`src/rtl/blinky_sprite_renderer.sv`:
```
// Ghost sprite: patrols a rectangle one pixel per frame tick, toggles walk animation, addresses the bitmap ROM.
// Latency: bmp_* 1 clock after hpos/vpos, pixel 2 clocks; no backpressure, free-running pixel pipeline.
module blinky_sprite_renderer #(
  parameter int X_MIN     = 16,
  parameter int X_MAX     = 200,
  parameter int Y_MIN     = 16,
  parameter int Y_MAX     = 180,
  parameter int FRAME_DIV = 8
) (
  input  logic       i_clk,
  input  logic       i_reset_n,
  input  logic [8:0] i_hpos,
  input  logic [8:0] i_vpos,
  input  logic       i_display_on,
  input  logic       i_vsync,
  input  logic       i_enable,
  input  logic       i_bmp_bit,
  output logic       o_anim_state,
  output logic [1:0] o_direction,
  output logic [3:0] o_bmp_y,
  output logic [3:0] o_bmp_x,
  output logic [8:0] o_ghost_x,
  output logic [8:0] o_ghost_y,
  output logic       o_pixel
);

  localparam int          CW      = (FRAME_DIV > 1) ? $clog2(FRAME_DIV) : 1;
  localparam logic [CW-1:0] FD_LAST = CW'(FRAME_DIV - 1);
  localparam logic [8:0]  XMIN9   = 9'(X_MIN);
  localparam logic [8:0]  XMAX9   = 9'(X_MAX);
  localparam logic [8:0]  YMIN9   = 9'(Y_MIN);
  localparam logic [8:0]  YMAX9   = 9'(Y_MAX);

  typedef enum logic [1:0] {
    S_RIGHT = 2'd0,
    S_DOWN  = 2'd1,
    S_LEFT  = 2'd2,
    S_UP    = 2'd3
  } state_t;

  state_t        r_state, w_state_nxt;
  logic [8:0]    r_gx, r_gy, w_gx_nxt, w_gy_nxt;
  logic [CW-1:0] r_frame_cnt, w_frame_cnt_nxt;
  logic          r_anim, w_anim_nxt;
  logic          r_vsync_q, r_armed;
  logic          w_tick, w_adv;
  logic [9:0]    w_dx, w_dy;
  logic          w_in_win;
  logic [3:0]    r_bmp_x, r_bmp_y;
  logic          r_win_q, r_pixel;

  // r_armed keeps the first edge after reset from seeing a vsync that was already high as a rising edge
  assign w_tick = i_vsync & ~r_vsync_q & r_armed;
  assign w_adv  = w_tick & i_enable;

  always_ff @(posedge i_clk or negedge i_reset_n) begin
    if (!i_reset_n) begin
      r_state     <= S_RIGHT;
      r_gx        <= XMIN9;
      r_gy        <= YMIN9;
      r_frame_cnt <= '0;
      r_anim      <= 1'b0;
      r_vsync_q   <= 1'b0;
      r_armed     <= 1'b0;
    end else begin
      r_state     <= w_state_nxt;
      r_gx        <= w_gx_nxt;
      r_gy        <= w_gy_nxt;
      r_frame_cnt <= w_frame_cnt_nxt;
      r_anim      <= w_anim_nxt;
      r_vsync_q   <= i_vsync;
      r_armed     <= 1'b1;
    end
  end

  always_comb begin
    w_state_nxt     = r_state;
    w_gx_nxt        = r_gx;
    w_gy_nxt        = r_gy;
    w_frame_cnt_nxt = r_frame_cnt;
    w_anim_nxt      = r_anim;
    if (w_adv) begin
      // a turn tick changes direction only; the move happens on the following tick
      case (r_state)
        S_RIGHT: if (r_gx == XMAX9) w_state_nxt = S_DOWN;  else w_gx_nxt = r_gx + 9'd1;
        S_DOWN:  if (r_gy == YMAX9) w_state_nxt = S_LEFT;  else w_gy_nxt = r_gy + 9'd1;
        S_LEFT:  if (r_gx == XMIN9) w_state_nxt = S_UP;    else w_gx_nxt = r_gx - 9'd1;
        default: if (r_gy == YMIN9) w_state_nxt = S_RIGHT; else w_gy_nxt = r_gy - 9'd1;
      endcase
      if (r_frame_cnt == FD_LAST) begin
        w_frame_cnt_nxt = '0;
        w_anim_nxt      = ~r_anim;
      end else begin
        w_frame_cnt_nxt = r_frame_cnt + 1'b1;
      end
    end
  end

  assign w_dx     = {1'b0, i_hpos} - {1'b0, r_gx};
  assign w_dy     = {1'b0, i_vpos} - {1'b0, r_gy};
  assign w_in_win = i_display_on & (i_hpos >= r_gx) & (w_dx < 10'd16)
                  & (i_vpos >= r_gy) & (w_dy < 10'd16);

  always_ff @(posedge i_clk or negedge i_reset_n) begin
    if (!i_reset_n) begin
      r_bmp_x <= 4'd0;
      r_bmp_y <= 4'd0;
      r_win_q <= 1'b0;
      r_pixel <= 1'b0;
    end else begin
      r_bmp_x <= w_in_win ? w_dx[3:0] : 4'd0;
      r_bmp_y <= w_in_win ? w_dy[3:0] : 4'd0;
      r_win_q <= w_in_win;
      r_pixel <= r_win_q & i_bmp_bit;
    end
  end

  assign o_anim_state = r_anim;
  assign o_direction  = r_state;
  assign o_bmp_x      = r_bmp_x;
  assign o_bmp_y      = r_bmp_y;
  assign o_ghost_x    = r_gx;
  assign o_ghost_y    = r_gy;
  assign o_pixel      = r_pixel;

endmodule

```
`config.mk`:
```
export PLATFORM = sky130hd
export DESIGN_NAME = blinky_sprite_renderer
export DESIGN_NICKNAME = d
export VERILOG_FILES = /design/src/rtl/blinky_sprite_renderer.sv
export SDC_FILE = /design/constraint.sdc
export NUM_CORES = 1
export LEC_CHECK = 0
export BUFFER_PORTS_ARGS = -buffer_cell sky130_fd_sc_hd__buf_2
export CAP_MARGIN = 0
export CORE_AREA = 2 2 78 80
export DETAILED_ROUTE_END_ITERATION = 10
export DIE_AREA = 0 0 80 82
export GPL_TIMING_DRIVEN = 0
export PLACE_DENSITY = 0.76
export SETUP_SLACK_MARGIN = 0.15
export SLEW_MARGIN = 40
export SYNTH_ARGS = -nofsm -noshare
export SYNTH_HDL_FRONTEND = slang
export SYNTH_SLANG_ARGS = --single-unit
```
`constraint.sdc`:
```
create_clock -name i_clk -period 3.2 [get_ports i_clk]
set_input_delay 0.32 -clock i_clk [delete_from_list [all_inputs] [get_ports i_clk]]
set_output_delay 0.32 -clock i_clk [all_outputs]
set_load 0.03 [all_outputs]
```
* Word level (Yosys, flattened, before mapping) *
Cells that the tools add are included.

word-level totals
  flip-flop bits (word level) = 36
  latch bits = 0
  memory bits (writable) = 0
  bits in read-only memories = 0
  input bits = 24
  output and inout bits = 30
  memories kept = 0

cells by class
  add/sub/neg operators = 7
  $mul = 0
  div/mod/pow operators = 0
  magnitude comparators = 4
  equal/unequal tests = 14
  shift operators = 0
  multiplexer cells = 14
  bitwise logic cells = 11
  reduce and logical (&&, ||, !) cells = 8

operators with widths
  kind                 count
  $mux 9               4
  $pmux 9 s2           2
  $lt 10x5->1 const B  2
  $sub 9x9->10         2
  $add 9x1->9 const B  2
  $eq 9x5->1 const B   2
  $eq 9x8->1 const B   2
  $ge 9x9->1           2
  $sub 9x1->9 const B  2
  $ne 2x2->1 const B   6
  $and 1x1->1          8
  $mux 2               4
  $mux 4               2
  $reduce_and 4->1     2
  $pmux 2 s3           1
  $reduce_and 5->1     1
  $reduce_bool 4->1    1
  $add 3x1->3 const B  1
  $eq 3x3->1 const B   1
  $mux 3               1
  $not 1->1            3
  $eq 2x1->1 const B   1
  $eq 2x2->1 const B   1
  $logic_not 2->1      1
  4 further kinds      4

* Logic depth before layout (Yosys ltp) *
Gate-level depths: netlist of the first run.

  word-level depth = 6
  gate-level depth with buffers = 11
  mapped depth without buffers = 10

* Worst setup path before layout of the first run *
OpenSTA, ideal clock, no wires.

  path kind = reg2reg
  from = register r_gx[0] (netlist: o_ghost_x[0])
  to = register r_bmp_x[1] (netlist: o_bmp_x[1])
  data arrival time = 2.633 ns
  data required time = 3.094 ns
  path slack = 0.461 ns
  cell stages (with the launch flop) = 10
  buffers on the path = 1
  clock period less this slack = 2.739 ns
  cells stage by stage = dfrtp_1 -> ha_1 -> inv_1 -> fa_1 -> a21o_2 -> a211oi_1 -> o221ai_1 -> or4_1 -> buf_2 -> nor4b_1

on the way
  cells in the longest elaborated chain, start to end = 6
  elaborated cells between the ends (all ways) = 8
  classes of those cells = add/sub (1); order compare (2); mux (1); bitwise (4)

ends and longest elaborated chain
  what                                        RTL line  source
  start, declared                             42        logic [8:0] r_gx, r_gy, w_gx_nxt, w_gy_nxt;
  start signal, assigned                      67        r_gx <= w_gx_nxt;
  $sub 9x9->10 or $ge 9x9->1 (tied branches)  99, 101
  $lt 10x5->1 or $and 1x1->1 (tied branches)  101       assign w_in_win = i_display_on & (i_hpos >= r_gx) & (w_dx < 10'd16)
  $and 1x1->1                                 101
  $and 1x1->1 (2 in a row)                    102       & (i_vpos >= r_gy) & (w_dy < 10'd16);
  $mux 4 *                                    111       r_bmp_x <= w_in_win ? w_dx[3:0] : 4'd0;
  end signal, assigned                        111
  end, declared                               49        logic [3:0] r_bmp_x, r_bmp_y;

Mark *: on every way between the ends. The rest lies on a longest branch, timed or not.
A chain may end at the register's enable or synchronous reset.

* Worst setup path after layout of the first run *
  from = register r_gy[3] (netlist: o_ghost_y[3])
  to = register r_bmp_y[3] (netlist: o_bmp_y[3])

on the way
  cells in the longest elaborated chain, start to end = 4
  elaborated cells between the ends (all ways) = 6
  classes of those cells = add/sub (1); order compare (2); mux (1); bitwise (2)

ends and longest elaborated chain
  what                                        RTL line  source
  start, declared                             42
  start signal, assigned                      68        r_gy <= w_gy_nxt;
  $sub 9x9->10 or $ge 9x9->1 (tied branches)  100, 102
  $lt 10x5->1 or $and 1x1->1 (tied branches)  102
  $and 1x1->1                                 102
  $mux 4 *                                    112       r_bmp_y <= w_in_win ? w_dy[3:0] : 4'd0;
  end signal, assigned                        112
  end, declared                               49

Marked as above.

==> flow_metrics.py, run 1 <==
metrics = {
    "run_status": {
        "status": "complete, but fails checks",
        "violations": "hold timing",
    },
    "routing": {
        "routed_wl_mm": 6.17,
        "vias": 2491,
        "ant_nets": 0,
        "drt-wirelength-per-cell_um": 13.7,
        "initialDrtViolationCount": 115,
        "vias_per_cell": 5.51,
        "post-route-drc-count": 0,
        "drt-pass1-iter-count": 4,
    },
    "critical_path": {
        "criticalPathCategory": "flip-flop to flip-flop",
        "reg2reg_from": "o_ghost_y[3]",
        "r2r.worst_path.cells": 9,
        "cpMaxStageDelayCell": "or4_1",
        "arrival_ps": 2990,
        "crit_chain": "inv_1 -> ha_1 -> a21oi_4 -> o32ai_1 -> nor4_1 -> o221ai_1 -> or4_1 -> buf_2 -> nor4_1",
        "ff2ff_setup_slack_ps": 380,
        "critPathLaunch": "o_ghost_y[3]",
        "cpMostUsedCell": "nor4_1",
        "slowest_delay_ps": 470,
        "crit_path_start_kind": "flip-flop",
        "r2r_end": "o_bmp_y[3]",
        "cp.required_ps": 3370,
        "crit_path_end_kind": "flip-flop",
        "cp_max_fo": 9,
    },
    "run": {
        "maxCapViolations": 0,
    },
    "grt": {
        "met3_usage": 0.0462,
        "grt_overflow": 0,
        "grt_use_total": 0.193,
        "gr-max-usage-layer": "met2",
        "grt_use_met2": 0.332,
        "grt_pass1_wl_mm": 9.96,
        "grt_max_degree": 37,
        "grt_pass1_vias": 2277,
        "grt.met1_usage": 0.243,
        "antenna_found_initial": 0,
    },
    "place": {
        "dp_cells": 445,
        "place.gp.congestion": 0.817,
        "place_ws_ps": 427,
        "placedInstanceArea_um2": 3250,
        "dp_hpwl_mm": 4.89,
        "numPortBuffers": 53,
    },
    "cells_and_area": {
        "stdcell_area_um2": 3360,
        "nets": 442,
        "layout.cells.non_filler": 452,
        "area_growth_pct": 16.5,
        "drive_gt1_frac": 0.207,
        "antenna_cells": 0,
    },
    "timing": {
        "finalSetupViolations": 0,
        "fmax_mhz": 355,
        "tightest_slew_ps": 752,
        "hold_viol": 34,
        "timing.final.ws_setup_ps": 380,
        "maxSlewHeadroom": 0.495,
        "finalCriticalPeriod_ps": 2820,
        "tns_ps": 0,
        "skew_ps": 11.4,
        "drv_slew": 0,
        "whs_ps": -21.3,
        "rsz0062_at_grt": "false",
        "min_period_over_period": 0.881,
    },
    "floorplan": {
        "pin_count": 54,
        "start_util": 0.502,
        "die_y_um": 82,
        "die_w_um": 80,
        "rows": 28,
        "core_area_um2": 5750,
        "dieArea_um2": 6560,
    },
    "synth": {
        "yosys.area.top_type": "dfrtp_1",
        "syn_avg_cell_area_um2": 9.09,
        "syn_inst": 317,
        "syn-num-nets": 382,
        "yosysMostFrequentCell": "ha_1",
        "yosys_most_used_dff": "dfrtp_1",
        "yosysWarnings": 0,
        "synth.distinct_cells": 60,
        "synth_area_leaders": "dfrtp_1 30%, ha_1 16%, inv_1 4.2%",
        "synth_top_area_share": 0.295,
        "async_reset_ff_frac": 1.00,
        "synth.ff_latch_count": 36,
        "synthTopCellsByCount": "37 x ha_1, 34 x dfrtp_1, 32 x inv_1",
        "ys_seq_area_frac": 0.313,
        "synth-edff-count": 0,
        "synth_area_um2": 2880,
    },
    "clock_network": {
        "postCtsSetupBuffers": 0,
        "cts_buffers": 5,
        "path_clk_slew_ps": 70,
        "clock_sinks": 36,
        "clockBufferDepth": 2,
        "cts_tree": "built",
        "hold_buffers": 0,
        "cts.repair.resized": 0,
        "clock_latency_ps": 290,
        "htreeDepth": 2,
        "root_buffer": "clkbuf_8",
    },
    "pwr": {
        "p_leak_nw": 1.60,
        "vdd_drop_max_uv": 314,
        "p_per_area_nw_per_um2": 567,
    },
    "hold_path": {
        "hold_path_class": "primary input to asynchronous set/reset pin",
    },
}
[where the power goes]
group          total [mW]  internal [mW]  switching [mW]
Clock               0.345          0.192           0.153
Sequential          0.607          0.529          0.0775
Combinational       0.953          0.378           0.575
[critical path: cells and delay by family (launching register included)]
| kind | cells | cell delay (ps) |
|---|---|---|
| AOI/OAI and AO/OA | 3 | 530 |
| adders and majority gates | 1 | 370 |
| buffers and inverters | 2 | 270 |
| DFF | 1 | 410 |
| and+or+nand+nor | 3 | 1110 |
[cells by family (layout without fill, tap and decap cells)]
kind of cell | Yosys count | in the layout | share of synthesized area
buf+inv | 36 | 96 | 0.0477
simple gates | 97 | 97 | 0.179
flops | 36 | 36 | 0.313
xor+xnor | 23 | 23 | 0.0699
mux | 7 | 7 | 0.0256
other cells | 1 | 1 | 0.00130
compound gates | 76 | 76 | 0.175
fa+ha+maj | 41 | 41 | 0.188
[area by class of cell]
class                   instances  area [um2]
clock buffers                   7        96.3
well taps                      75        93.8
inverters                      32         120
fillers                       520        2390
repair buffers                 53         268
multi-input cells             245        1860
plain buffers                   4        17.5
flip-flops and latches         36         903
[worst max-delay path by stage]
stage,endpoint,slack [ps],cells past startpoint
after global routing,o_bmp_y[1],170,9
after global placement,o_bmp_y[1],430,11
final,o_bmp_y[3],380,9
after floorplan,o_bmp_x[1],460,9
after CTS,o_bmp_y[3],390,9
after detailed placement,o_bmp_y[3],430,11
[stage by stage]
step / utilization / hold slack, ps / power [mW]
after global placement: 0.564 / 440 / 1.53
after global routing: 0.585 / 11.0 / 2.06
after floorplan: - / 24.4 / 1.33
final: 0.585 / -21.3 / 1.90
after CTS: 0.582 / 138 / 1.91
after detailed placement: 0.565 / 449 / 1.56
[sequential cells by signal (all words and copies together) (netlist names)]
register      cells
r_armed           1
r_vsync_q         1
r_win_q           1
o_anim_state      1
o_bmp_y           4
r_frame_cnt       3
o_bmp_x           4
o_ghost_x         9
o_ghost_y         9
o_pixel           1
o_direction       2
[layout by cell type (no fill, tap or decap), types with 5 or more instances in the layout]
cell and count:
buf_2 53, a21oi_1 14, nor4_1 9, inv_1 32
nand2b_1 5, dfrtp_1 34, xnor2_1 10, ha_1 37
nand2_1 21, a211oi_1 5, o21ai_1 12, nand3_1 6
xor2_1 13, nor3_1 9, o21ai_0 14, nor2_1 21
clkbuf_8 7
[routing by layer]
| metal | vias to the layer above | share of wire |
|---|---|---|
| li1 | 1253 | - |
| met1 | 1175 | 0.46 |
| met2 | 55 | 0.48 |
| met3 | 8 | 0.052 |
| met4 | 0 | 0.012 |
| met5 | - | 0 |
Power figures use the tool's default switching activity.
==> run 2: changes to the inputs <==
CORE_AREA = 2 2 74 84   (was 2 2 78 80)
DIE_AREA = 0 0 76 86   (was 0 0 80 82)
==> run 2 against run 1 <==
Against the previous run: largest power group unchanged; the flow still finishes with violations (hold timing); clock power is 3% higher; total power is 0.11% higher; wire length is 6.9% higher; fmax is 0.41% lower; sequential cell count stayed put; combinational power is 0.7% lower; non-clock buffer count stayed put; critical endpoint is now o_bmp_y[1].
==> flow_metrics.py, run 2 (same netlist as run 1, synthesis figures left out) <==
metrics = {
    "run_status": {
        "status": "complete, but fails checks",
        "violations": "hold timing",
    },
    "critical_path": {
        "critPathBufInv": 2,
        "critical_path.top_delay_family": "simple AND/OR/NAND/NOR gates",
        "cpMaxStageDelayCell": "or4_1",
        "crit_path_end_kind": "flip-flop",
        "reg2reg_from": "o_ghost_x[0]",
        "cp.required_ps": 3390,
        "r2r.worst_path.cells": 9,
        "crit_chain": "ha_1 -> inv_1 -> fa_1 -> a21o_2 -> a211oi_1 -> o221ai_1 -> or4_1 -> buf_2 -> nor4b_1",
        "r2r_end": "o_bmp_y[1]",
        "crit_path_start_kind": "flip-flop",
        "cp_max_fo": 9,
        "criticalPathCategory": "flip-flop to flip-flop",
        "ff2ff_setup_slack_ps": 370,
        "arrival_ps": 3020,
        "slowest_delay_ps": 490,
    },
    "pwr": {
        "p_leak_nw": 1.59,
        "power_frac_comb": 0.496,
        "netSwitchingPower_mw": 0.827,
        "vdd_drop_max_uv": 305,
        "p_seq_frac": 0.318,
        "p_sw_frac": 0.434,
        "intPower_mw": 1.08,
        "p_per_area_nw_per_um2": 567,
        "pwr-share-clk": 0.186,
    },
    "timing": {
        "timing.final.ws_setup_ps": 368,
        "skew_ps": 10.1,
        "finalSetupViolations": 0,
        "whs_ps": -30.5,
        "tns_ps": 0,
        "tightest_slew_ps": 688,
        "finalCriticalPeriod_ps": 2830,
        "min_period_over_period": 0.885,
        "hold_viol": 34,
        "drv_slew": 0,
        "maxSlewHeadroom": 0.537,
        "fmax_mhz": 353,
        "rsz0062_at_grt": "false",
    },
    "clock_network": {
        "root_buffer": "clkbuf_8",
        "path_clk_slew_ps": 80,
        "cts_tree": "built",
        "htreeDepth": 2,
        "clock_sinks": 36,
        "clock_latency_ps": 300,
        "cts_buffers": 5,
        "clockBufferDepth": 2,
    },
    "grt": {
        "grt_pass1_wl_mm": 11.0,
        "grt_use_total": 0.208,
        "grt_overflow": 0,
        "grt_max_degree": 37,
        "antenna_found_initial": 0,
        "grt_pass1_vias": 2388,
    },
    "routing": {
        "ant_nets": 0,
        "routed_wl_mm": 6.60,
        "post-route-drc-count": 0,
        "vias_per_cell": 5.42,
        "initialDrtViolationCount": 129,
        "drt-wirelength-per-cell_um": 14.5,
        "vias": 2466,
        "drt-pass1-iter-count": 4,
    },
    "floorplan": {
        "start_util": 0.513,
        "core_area_um2": 5620,
        "rows": 29,
        "dieArea_um2": 6540,
        "die_w_um": 76,
        "pin_count": 54,
        "die_y_um": 86,
    },
    "cells_and_area": {
        "antenna_cells": 0,
        "layout_commonest_cell": "buf_2",
        "drive_gt1_frac": 0.212,
        "final_cell_mix": "53 x buf_2, 37 x ha_1, 33 x dfrtp_1, 32 x inv_1",
        "nets": 442,
        "area_growth_pct": 16.7,
    },
    "hold_path": {
        "hold_path_class": "primary input to asynchronous set/reset pin",
    },
    "place": {
        "place.gp.congestion": 0.867,
        "numPortBuffers": 53,
        "place_ws_ps": 366,
        "dp_hpwl_mm": 5.26,
    },
    "run": {
        "maxCapViolations": 0,
    },
}
run 2: cell count changes in the layout (fill, tap and decap cells not counted):
cell / delta
clkbuf_8: -1
clkinv_2: +1
dfrtp_1: -1
dfrtp_2: +1
inv_6: +1
run 2: how the worst max path moves through the flow:
stage,start,cells past startpoint,to,slack [ps]
final,o_ghost_x[0],9,o_bmp_y[1],370
after global routing,o_ghost_x[0],9,o_bmp_x[2],170
after CTS,o_ghost_x[0],9,o_bmp_x[0],340
after detailed placement,i_hpos[0],11,o_bmp_x[0],370
after global placement,i_hpos[0],11,o_bmp_x[1],380
after floorplan,o_ghost_x[0],9,o_bmp_x[1],460
run 2: final cells by class:
| type | count | area (um2) |
|---|---|---|
| Timing Repair Buffer | 53 | 268 |
| Fill cell | 496 | 2260 |
| Sequential cell | 36 | 905 |
| Clock inverter | 2 | 13.8 |
| Clock buffer | 6 | 82.6 |
| Multi-Input combinational cell | 245 | 1860 |
| Tap cell | 77 | 96.3 |
| Inverter | 32 | 120 |
| Buffer | 4 | 17.5 |
run 2: repair_timing:
action,4_1_cts,5_1_grt
endpoints found under the hold margin,0,0
resized for setup,0,1
hold buffers,0,0
setup buffers,0,0
setup endpoints to repair,0,2
run 2: through the flow:
| stage | hold WS (ps) | std cells | power [mW] | utilization | cell area (um2) |
|---|---|---|---|---|---|
| CTS | 138 | 455 | 1.91 | 0.597 | 3360 |
| detailed placement | 450 | 447 | 1.56 | 0.580 | 3260 |
| global route | 3.43 | 455 | 2.06 | 0.598 | 3360 |
| finish | -30.5 | 455 | 1.91 | 0.598 | 3360 |
| global placement | 440 | 447 | 1.53 | 0.577 | 3240 |
| floorplan | 24.4 | 317 | 1.33 | - | 2880 |
run 2: power groups by stage:
stage               logic [mW]  clock network (mW)  registers, mW
global placement         0.920                   0          0.612
detailed placement       0.943                   0          0.615
CTS                      0.949               0.361          0.606
finish                   0.946               0.355          0.605
floorplan                0.625                   0          0.705
global route              1.06               0.379          0.621
run 2: routing by layer:
| metal | track usage | wire (um) |
|---|---|---|
| met5 | 0 | 0 |
| met4 | 0.0595 | 66 |
| met3 | 0.0316 | 215 |
| met2 | 0.373 | 3360 |
| met1 | 0.261 | 2950 |
==> run 3: changes to the inputs <==
CORE_AREA = 2 2 56 111   (was 2 2 74 84)
DIE_AREA = 0 0 58 113   (was 0 0 76 86)
PLACE_DENSITY = 0.75   (was 0.76)
==> run 3 against run 2 <==
Against the previous run: the run still ends with hold timing left; sequential power grew 0.8%; non-clock buffer count is the same; setup slack lost 40 ps; sequential share of layout area shrank 0.21 points; critical path type unchanged; largest cell class unchanged.
==> flow_metrics.py, run 3 (same netlist as run 1, synthesis figures left out) <==
metrics = {
    "grt": {
        "grt_overflow": 0,
        "grt_pass1_vias": 2747,
        "grt_pass1_wl_mm": 11.9,
        "grt_max_degree": 37,
        "antenna_found_initial": 0,
        "grt_use_total": 0.230,
    },
    "place": {
        "place.gp.congestion": 0.932,
        "numPortBuffers": 53,
        "dp_cells": 431,
        "dp_hpwl_mm": 5.47,
    },
    "timing": {
        "tns_ps": 0,
        "fmax_mhz": 348,
        "whs_ps": -4.85,
        "skew_ps": 2.15,
        "min_period_over_period": 0.897,
        "rsz0062_at_grt": "false",
        "drv_slew": 0,
        "tightest_slew_ps": 740,
        "hold_viol": 3,
        "maxSlewHeadroom": 0.503,
        "finalSetupViolations": 0,
        "finalCriticalPeriod_ps": 2870,
    },
    "critical_path": {
        "crit_path_end_kind": "flip-flop",
        "criticalPathCategory": "flip-flop to flip-flop",
        "cp_max_fo": 9,
        "crit_path_start_kind": "flip-flop",
        "arrival_ps": 3040,
        "cp.required_ps": 3360,
    },
    "clock_network": {
        "postCtsSetupBuffers": 0,
        "clock_latency_ps": 280,
        "cts_tree": "built",
        "hold_buffers": 0,
        "root_buffer": "clkbuf_16",
        "path_clk_slew_ps": 50,
        "htreeDepth": 2,
        "cts_buffers": 5,
        "clockBufferDepth": 2,
        "clock_sinks": 36,
    },
    "routing": {
        "post-route-drc-count": 0,
        "ant_nets": 0,
        "initialDrtViolationCount": 53,
        "drt-pass1-iter-count": 4,
        "drt-wirelength-per-cell_um": 15.6,
        "vias": 2583,
        "routed_wl_mm": 6.82,
        "vias_per_cell": 5.90,
    },
    "run": {
        "maxCapViolations": 0,
    },
    "floorplan": {
        "core_area_um2": 5660,
        "rows": 39,
        "die_y_um": 113,
        "pin_count": 54,
        "dieArea_um2": 6550,
        "die_w_um": 58,
        "start_util": 0.509,
    },
    "cells_and_area": {
        "nets": 442,
        "layout_commonest_cell": "buf_2",
        "layout.cells.non_filler": 438,
        "fin_util": 0.598,
        "drive_gt1_frac": 0.207,
        "antenna_cells": 0,
        "area_growth_pct": 17.4,
        "final_cell_mix": "53 x buf_2, 37 x ha_1, 34 x dfrtp_1, 32 x inv_1",
    },
    "hold_path": {
        "hold_path_class": "primary input to asynchronous set/reset pin",
    },
    "run_status": {
        "violations": "hold timing",
        "status": "complete, but fails checks",
    },
    "pwr": {
        "p_leak_nw": 1.61,
        "vdd_drop_max_uv": 629,
        "p_per_area_nw_per_um2": 607,
        "totalPowerFinal_mw": 2.05,
    },
}
==> run 3: worst paths after layout <==
check | startpoint | to | slack (ps) | depth (start not counted)
worst max-delay path | o_ghost_x[0] | o_bmp_x[1] | 330 | 9
worst min-delay path | i_reset_n | o_ghost_x[0] | -5 | 1
worst max register to register | o_ghost_x[0] | o_bmp_x[1] | 330 | 9
worst min register to register | o_anim_state | o_anim_state | 460 | 1
max in group asynchronous | i_reset_n | o_ghost_y[4] | 2840 | 1
min in group i_clk | i_vsync | r_vsync_q | 170 | 1
==> run 3: stage by stage <==
step           hold slack (ps)  instance area (um2)  worst slack (ps)
2_1_floorplan             24.4                 2880               461
3_3_place_gp               444                 3220               379
3_5_place_dp               450                 3230               310
4_1_cts                    160                 3360               292
5_1_grt                   30.3                 3380               164
6_report                 -4.85                 3380               329
==> run 3: timing repair <==
| item | CTS | global route |
|---|---|---|
| endpoints found under the setup margin | 0 | 2 |
| gates resized for setup | 0 | 1 |
| hold endpoints to repair | 0 | 0 |
==> run 3: area by class of cell <==
type                       count  area (um2)
clock buffer                   6         129
buffer                         4        17.5
clock inverter                 1        5.00
tap                           61        76.3
multi-input combinational    245        1870
inverter                      32         120
sequential                    36         903
fill                         520        2280
timing repair buffer          53         268
==> run 3: routing by layer <==
layer,part of all wire,GRT usage,wire [um],up-vias
met5,0,0,0,-
met4,0.049,0.141,332,0
met3,0.026,0.0240,179,26
met2,0.56,0.418,3850,59
met1,0.36,0.241,2460,1238
li1,-,-,-,1260
==> run 3: critical path: stages, from the launching register on <==
cell	delay, ps
dfrtp_1	440
ha_1	200
inv_1	50
fa_1	440
a21o_2	230
a211oi_1	270
o221ai_1	150
or4_1	470
buf_2	190
nor4b_1	330
==> run 3: power breakdown <==
part | total [mW] | internal [mW] | leakage (nW) | switching (mW)
logic | 0.986 | 0.381 | 1.08 | 0.605
registers | 0.610 | 0.530 | 0.468 | 0.0802
clock network | 0.459 | 0.283 | 0.0667 | 0.176
total | 2.05 | 1.19 | 1.61 | 0.861
